===== config.mk =====
export PLATFORM = sky130hd
export DESIGN_NAME = ext_intr_ctrl
export DESIGN_NICKNAME = d
export VERILOG_FILES = /design/src/rtl/ext_intr_ctrl.sv
export SDC_FILE = /design/constraint.sdc
export NUM_CORES = 1
export LEC_CHECK = 0
export CORE_MARGIN = 5
export CORE_UTILIZATION = 42
export CTS_BUF_LIST = sky130_fd_sc_hd__clkbuf_16
export CTS_CLUSTER_DIAMETER = 50
export DETAILED_ROUTE_END_ITERATION = 12
export PLACE_DENSITY = 0.83
export SYNTH_ARGS = -nofsm -noshare
export SYNTH_HDL_FRONTEND = slang
export SYNTH_SLANG_ARGS = --single-unit

===== constraint.sdc =====
create_clock -name clk -period 2.15 [get_ports clk]
set_clock_uncertainty 0.1 [all_clocks]
set_input_delay 0.43 -clock clk [delete_from_list [all_inputs] [get_ports clk]]
set_output_delay 0.43 -clock clk [all_outputs]
set_load 0.02 [all_outputs]

===== src/rtl/ext_intr_ctrl.sv =====
// ext_intr_ctrl: memory-mapped external interrupt controller.
//
// Detects rising edges on up to NSRC peripheral interrupt lines and latches
// them as pending. Pending sources that are also enabled raise the registered
// ext_intr request to the core. The trap handler claims the
// lowest-numbered enabled pending source and later completes it through a
// word-addressed bus port. Only one interrupt is in service at a time.
//
// Ports:
//   clk        system clock
//   reset      synchronous, active-high reset
//   src_in     peripheral interrupt lines; bit i is source id i+1
//   bus_addr   word offset: 0=PENDING, 1=ENABLE, 2=CLAIM, 3=COMPLETE
//   bus_rd     read strobe (one cycle per access)
//   bus_wr     write strobe (one cycle per access)
//   bus_wdata  write data
//   bus_rdata  read data, valid the cycle after bus_rd, held until next read
//   ext_intr   registered interrupt request to the core
module ext_intr_ctrl #(
  parameter int NSRC = 8
) (
  input  logic            clk,
  input  logic            reset,
  input  logic [NSRC-1:0] src_in,
  input  logic [1:0]      bus_addr,
  input  logic            bus_rd,
  input  logic            bus_wr,
  input  logic [31:0]     bus_wdata,
  output logic [31:0]     bus_rdata,
  output logic            ext_intr
);

  localparam logic [1:0] ADDR_PENDING  = 2'd0;
  localparam logic [1:0] ADDR_ENABLE   = 2'd1;
  localparam logic [1:0] ADDR_CLAIM    = 2'd2;
  localparam logic [1:0] ADDR_COMPLETE = 2'd3;

  logic [NSRC-1:0] prev_src_reg;
  logic [NSRC-1:0] pending_reg, pending_next;
  logic [NSRC-1:0] enable_reg, enable_next;
  logic            busy_reg, busy_next;
  logic [4:0]      busy_id_reg, busy_id_next;
  logic [31:0]     rdata_reg, rdata_next;
  logic            ext_intr_reg, ext_intr_next;

  logic [NSRC-1:0] rise;
  logic [NSRC-1:0] masked;
  logic [NSRC-1:0] claim_clr;
  logic [4:0]      claim_id;
  logic            rd_only;
  logic            claim_go;
  logic            complete_ok;

  assign masked  = pending_reg & enable_reg;
  // A simultaneous write wins over a read, so reads only act when alone.
  assign rd_only = bus_rd & ~bus_wr;
  assign claim_go = rd_only && (bus_addr == ADDR_CLAIM) && !busy_reg && (|masked);
  assign complete_ok = bus_wr && (bus_addr == ADDR_COMPLETE) && busy_reg &&
                       (bus_wdata[4:0] == busy_id_reg);

  // Fixed priority: scan downward so the lowest set index is assigned last.
  always_comb begin
    claim_id = '0;
    for (int i = NSRC - 1; i >= 0; i--) begin
      if (masked[i]) claim_id = 5'(i + 1);
    end
  end

  // Per-source edge detect and pending update. A new edge in the same cycle
  // as the claim of that source keeps it pending.
  generate
    for (genvar gi = 0; gi < NSRC; gi++) begin : g_src
      localparam logic [4:0] SRC_ID = 5'(gi + 1);
      assign rise[gi]         = src_in[gi] & ~prev_src_reg[gi];
      assign claim_clr[gi]    = claim_go & (claim_id == SRC_ID);
      assign pending_next[gi] = rise[gi] | (pending_reg[gi] & ~claim_clr[gi]);
    end
  endgenerate

  always_comb begin
    enable_next   = enable_reg;
    busy_next     = busy_reg;
    busy_id_next  = busy_id_reg;
    rdata_next    = rdata_reg;
    ext_intr_next = (|masked) & ~busy_reg;

    if (bus_wr && (bus_addr == ADDR_ENABLE)) enable_next = bus_wdata[NSRC-1:0];

    if (claim_go) begin
      busy_next    = 1'b1;
      busy_id_next = claim_id;
    end else if (complete_ok) begin
      busy_next    = 1'b0;
      busy_id_next = '0;
    end

    if (bus_rd && bus_wr) begin
      rdata_next = '0;
    end else if (bus_rd) begin
      case (bus_addr)
        ADDR_PENDING:  rdata_next = {{(32-NSRC){1'b0}}, pending_reg};
        ADDR_ENABLE:   rdata_next = {{(32-NSRC){1'b0}}, enable_reg};
        ADDR_CLAIM:    rdata_next = claim_go ? {27'd0, claim_id} : 32'd0;
        default:       rdata_next = 32'd0;
      endcase
    end
  end

  always_ff @(posedge clk) begin
    if (reset) begin
      prev_src_reg <= '0;
      pending_reg  <= '0;
      enable_reg   <= '0;
      busy_reg     <= 1'b0;
      busy_id_reg  <= '0;
      rdata_reg    <= '0;
      ext_intr_reg <= 1'b0;
    end else begin
      prev_src_reg <= src_in;
      pending_reg  <= pending_next;
      enable_reg   <= enable_next;
      busy_reg     <= busy_next;
      busy_id_reg  <= busy_id_next;
      rdata_reg    <= rdata_next;
      ext_intr_reg <= ext_intr_next;
    end
  end

  assign bus_rdata = rdata_reg;
  assign ext_intr  = ext_intr_reg;

endmodule


# ---- Word-level counts from Yosys, hierarchy flattened
# Cells that the tools add are included.
dict set report word_totals {
  elab_cells 99
  inputBits 46
  output_inout_bits 33
  regBits 63
}
dict set report classes {
  n_reduce_logical 13
  n_mux 14
  bitwise 53
  eq_ne 12
}
# op count
set op_table {}
lappend op_table {{5-bit 2-to-1 mux} 10}
lappend op_table {{1-bit bitwise AND} 26}
lappend op_table {{8-bit case mux with 3 select lines} 1}
lappend op_table {{5-bit by 3-bit equality test with 1-bit output (second input constant)} 4}
lappend op_table {{1-bit NOT} 18}
lappend op_table {{5-bit by 2-bit equality test with 1-bit output (second input constant)} 2}
lappend op_table {{8-bit bitwise AND} 1}
lappend op_table {{1-bit logical AND} 8}
lappend op_table {{1-bit OR} 8}
lappend op_table {{8-bit OR reduction} 1}
lappend op_table {{5-bit by 1-bit equality test with 1-bit output (second input constant)} 1}
lappend op_table {{5-bit by 4-bit equality test with 1-bit output (second input constant)} 1}
lappend op_table {{5-bit equality test} 1}
lappend op_table {{2-bit equality test (second input constant)} 2}
lappend op_table {{4-bit 2-to-1 mux} 1}
lappend op_table {{2-bit by 1-bit equality test with 1-bit output (second input constant)} 1}
lappend op_table {{2-bit zero test} 1}
lappend op_table {{1-bit 2-to-1 mux} 2}
lappend op_table {{2-bit nonzero test} 1}
lappend op_table {{2-bit OR reduction} 1}
lappend op_table {{1-bit zero test} 1}

# ---- Depth between registers and ports, before layout
dict set report logic_depth {
  depth_word 14
  mapped_depth 5
  depth_no_buf 5
}

# ---- Least setup slack after synthesis
# OpenSTA, ideal clock, no wires.
dict set report synth_path {
  path_kind {reg2reg}
  startpoint {register pending_reg[0]}
  endpoint {register pending_reg[7]}
  path_stages_with_launch 6
  required_ps 1922
  setup_ps 128
  arrival_ps 1578
  setup_slack_ps 345
  period_less_slack_ps 1805
  path_buffers 0
  cell_sequence {dfxtp_1 -> a222oi_1 -> nand3_2 -> or3_4 -> a21oi_1 -> nor2_1}
}
dict set report synth_between {
  elab_chain_len 7
  word_cells_on_any_way 9
  classes_between {eq/ne (1); mux (1); bitwise (5); reduce/logical (2)}
}
# item line
set synth_rtl {}
lappend synth_rtl {{from (decl)} 39} ;# logic [NSRC-1:0] pending_reg, pending_next;
lappend synth_rtl {{from (signal assigned)} 120} ;# pending_reg <= pending_next;
lappend synth_rtl {{8-bit bitwise AND *} 54} ;# assign masked = pending_reg & enable_reg;
lappend synth_rtl {{5-bit 2-to-1 mux or 8-bit OR reduction (tied branches)} {65, 57}}
lappend synth_rtl {{5-bit by 4-bit equality test with 1-bit output or 1-bit logical AND (tied branches)} {75, 57}}
lappend synth_rtl {{1-bit bitwise AND *} 75} ;# assign claim_clr[gi] = claim_go & (claim_id == SRC_ID);
lappend synth_rtl {{1-bit NOT *} 76} ;# assign pending_next[gi] = rise[gi] | (pending_reg[gi] & ~claim_clr[gi]);
lappend synth_rtl {{1-bit bitwise AND *} 76}
lappend synth_rtl {{1-bit OR *} 76}
# Mark *: on every way between the ends. The rest lies on a longest branch, timed or not.
# A chain may end at the register's enable or synchronous reset.

# ---- Worst setup path after layout
dict set report layout_path {
  startpoint {input bus_addr[1]}
  endpoint {register rdata_reg[0] (netlist: bus_rdata[0])}
}
dict set report layout_between {
  elab_chain_len 6
  word_cells_on_any_way 8
  classes_between {eq/ne (2); mux (2); reduce/logical (4)}
}
# item line
set layout_rtl {}
lappend layout_rtl {{from (decl)} 25} ;# input logic [1:0] bus_addr,
lappend layout_rtl {{2-bit equality test} {57, 100}}
lappend layout_rtl {{1-bit logical AND (3 in a row)} 57} ;# assign claim_go = rd_only && (bus_addr == ADDR_CLAIM) && !busy_reg && (|masked);
lappend layout_rtl {{5-bit 2-to-1 mux} 103} ;# ADDR_CLAIM: rdata_next = claim_go ? {27'd0, claim_id} : 32'd0;
lappend layout_rtl {{8-bit case mux with 3 select lines *} 100} ;# case (bus_addr)
lappend layout_rtl {{to (signal assigned)} 124} ;# rdata_reg <= rdata_next;
lappend layout_rtl {{to (decl)} 43} ;# logic [31:0] rdata_reg, rdata_next;
# Marked as above.

==> summary.md <==
| Metric | Value |
|---|---|
| Min Hold Slack | `around 0.38 ns` |
| Vias in the first global route | `around 1400` |
| Vias | `~1500` |
| Post-CTS sizing | `0` |
| Crit end category | `flip-flop` |
| Crit path time final | `approximately 2.0 ns` |
| Share of cells above drive strength 1 | `13.71%` |
| Leakage power | `approximately 0.001 uW` |
| Max rail drop VDD | `~0.00046 V` |
| Number of iterations in the first detailed-routing pass | `5` |
| # rows | `24` |
| Cells along the critical path | `clkdlybuf4s50_1 > and4bb_2 > and2_2 > o21ai_0 > nand2b_1 > a221oi_1` |
| DRT iter0 DRCs | `about 140` |
| Fillers | `approximately 380` |
| Clk Latency, worst-skew pair | `about 0.28 ns` |
| Outcome | `finished clean` |
| CP Max Fanout | `4` |
| Worst-path clk slew | `~0.05 ns` |
| Netlist cell types | `a little over 40` |
| Crit path capture | `bus_rdata[0]` |
| Sequential area share after synthesis | `41.73%` |
| Worst R2R Path Depth | `6` |
| R2R Path Start | `pending_reg[0]` |
| Commonest non-fill, non-tap cell in the layout | `dfxtp_1` |
| Non-Filler Instances | `300` |
| DRC violations left | `0` |
| Fmax | `between 500 and 600 MHz` |
| Final Max Tran Viols | `0` |
| Setup crit start kind | `primary input` |
| Worst path buffer plus inverter count | `1` |
| Syn_area_per_cell | `just over 9 um2` |
| Gr ovfl total | `0` |
| CORE AREA | `approximately 0.0043 mm2` |
| Initial antenna violation count | `0` |
| Most frequent cells in the layout | `dfxtp_1, clkdlybuf4s50_1, conb_1` |
| Die height | `75.88 um` |
| Hold_sp | `prev_src_reg[5]` |
| Maxcap violations | `0` |
| I/O Pins | `79` |
| Number of nets in the layout | `293` |
| Worst hold path depth | `2` |
| DP HPWL | `around 3 mm` |
| R2r setup slk | `0.36 ns` |
| Total CTS buffers | `5` |
| Clock power frac | `41.0%` |
| DR WL met3 | `around 350 um` |
| Vias/cell | `approximately 5.1` |
| CP Class | `in2reg` |
| Net Sw Frac | `about a quarter` |
| Die area | `approximately 0.0058 mm2` |
| DRT met1 WL | `around 1.7 mm` |
| Flop pwr share | `46.3%` |
| Pin count of the biggest net entering global routing | `37` |
| Hold buffers post-CTS | `0` |
| Port Buf Inserts | `30` |
| Post-synthesis cell count | `200` |
| CP Depth | `6` |
| Worst Path Required | `2.23 ns` |
| Final setup viols | `0` |
| Internal Power | `1249 uW` |
| Crit path launch | `bus_addr[1]` |
| Max Buffers Root-to-Sink | `2` |
| Gp weighted congestion | `0.8780` |
| Clock Sinks | `38` |
| Reg2reg end | `pending_reg[5]` |
| Total GRT Usage | `approximately 14%` |
| Tcrit/Tclk final | `about nine tenths` |
| Post CTS Setup Buffer Count | `0` |
| CTS tree | `yes` |
| Hold Vio Cnt, Final | `0` |
| Flops & latches, synth | `38` |
| WL/cell | `between 10 and 15 um` |
| Hold Path Class | `reg2reg` |
| Crit-path leading delay family | `simple AND/OR/NAND/NOR gates` |
| Critical-path top delay cell | `clkdlybuf4s50_1` |
| RSZ-0062 raised after global routing | `false` |
| Pwr Density | `around 700 mW/mm2` |
| CTS root buffer | `clkbuf_16` |
| Area grow syn2layout | `28.28%` |
| Worst Path Arrival | `~2.0 ns` |
| Placed cell count | `292` |
| Psw | `~390 uW` |
| Final antenna diode count | `0` |
| Ys Warns | `0` |
| Slowest stage delay, CP | `roughly 0.53 ns` |
| Combinational share of power | `approximately 13%` |
| Global-route wire length before repair | `around 6.2 mm` |
| Final Routed Wirelength | `approximately 3.9 mm` |
| Initial Utilization | `around 42%` |
| H-tree depth | `2` |
| DR top layer | `met4` |
| Post-synthesis cell area | `around 0.0018 mm2` |
| Antenna viol nets, final | `0` |
| Met2 wire length | `1.909 mm` |
| Chip width | `75.88 um` |
## routing by layer
layer  vias to the layer above  global-route usage (%)
met4                         0                   4.660
met5                         -                       0
li1                        755                       -
met1                       700                   17.57
met2                        59                   23.10
met3                         4                   4.749
## worst min-delay path by stage
stage	end	slack, ns
finish	pending_reg[5]	0.38
global route	bus_rdata[2]	0.40
CTS	pending_reg[5]	0.38
detailed placement	bus_rdata[2]	0.36
global placement	pending_reg[4]	0.36
floorplan	ext_intr	0.33
## power groups by stage
stage / combinational, uW / clock, uW / sequential, uW
final: 209 / 670 / 757
after global routing: 228 / 718 / 760
after CTS: 209 / 687 / 756
after detailed placement: 207 / 0 / 771
after global placement: 203 / 0 / 770
after floorplan: 156 / 0 / 768
## synth_stat cells, drive strengths merged
| cell type | number | share of area, % |
|---|---|---|
| nand3b | 2 | 0.82 |
| o41ai | 1 | 0.48 |
| mux2i | 12 | 6.6 |
| a311oi | 1 | 0.48 |
| a221oi | 1 | 0.48 |
| a222oi | 1 | 0.55 |
| or4 | 1 | 0.41 |
| nand2b | 3 | 1.0 |
| o31ai | 1 | 0.41 |
| a22o | 5 | 2.5 |
| conb | 1 | 0.21 |
| and2 | 2 | 0.76 |
| xnor2 | 4 | 1.9 |
| buf | 26 | 11 |
| a31oi | 1 | 0.34 |
| a21oi | 11 | 3.0 |
| a32oi | 1 | 0.48 |
| o211ai | 1 | 0.41 |
| a32o | 2 | 1.1 |
| a22oi | 6 | 2.5 |
| nand4 | 2 | 0.69 |
| or3 | 1 | 0.62 |
| nand3 | 7 | 2.2 |
| o21a | 1 | 0.41 |
| nand2 | 12 | 2.5 |
| and3 | 1 | 0.41 |
| and4bb | 1 | 0.69 |
| inv | 4 | 0.82 |
| dfxtp | 38 | 42 |
| clkbuf | 4 | 0.82 |
| nor2b | 13 | 4.5 |
| mux2 | 4 | 2.5 |
| o22ai | 1 | 0.34 |
| nor3 | 3 | 0.82 |
| nor2 | 20 | 4.1 |
| o21ai | 5 | 1.6 |
## tightest hold or removal path, delay by kind of cell, from the launching register on
family             cells  cell delay, ns
and+or+nand+nor        1            0.09
AOI/OAI and AO/OA      1            0.05
DFF                    1            0.29
## through the flow
step | worst slack, ns | power (uW) | instance area (um2) | TNS [ns] | utilization (%)
floorplan | 0.3447 | 924.0 | 1909 | 0 | -
global placement | -0.07006 | 973.3 | 2201 | -0.3382 | 51.25
detailed placement | -0.06890 | 978.2 | 2201 | -0.3413 | 51.25
CTS | 0.1964 | 1652 | 2338 | 0 | 54.46
global route | 0.1098 | 1705 | 2338 | 0 | 54.46
finish | 0.1971 | 1636 | 2338 | 0 | 54.46
## cell families after synthesis
group           Yosys count  synth area share (%)
other cells               1                0.2057
buf+inv                  34                 12.56
simple gates             68                 19.49
xor+xnor                  4                 1.922
compound gates           39                 15.03
flops                    38                 41.73
mux                      16                 9.060
## cell type report
type	instances	area (um2)	share of cell area, %
Sequential cell	38	760.7	32.53
Tap cell	52	65.06	2.782
Inverter	4	15.01	0.6421
Clock inverter	3	12.51	0.5350
Timing Repair Buffer	47	440.4	18.83
Clock buffer	5	125.1	5.350
Multi-Input combinational cell	151	919.6	39.33
Note: power is estimated with default switching activity, not from simulation.
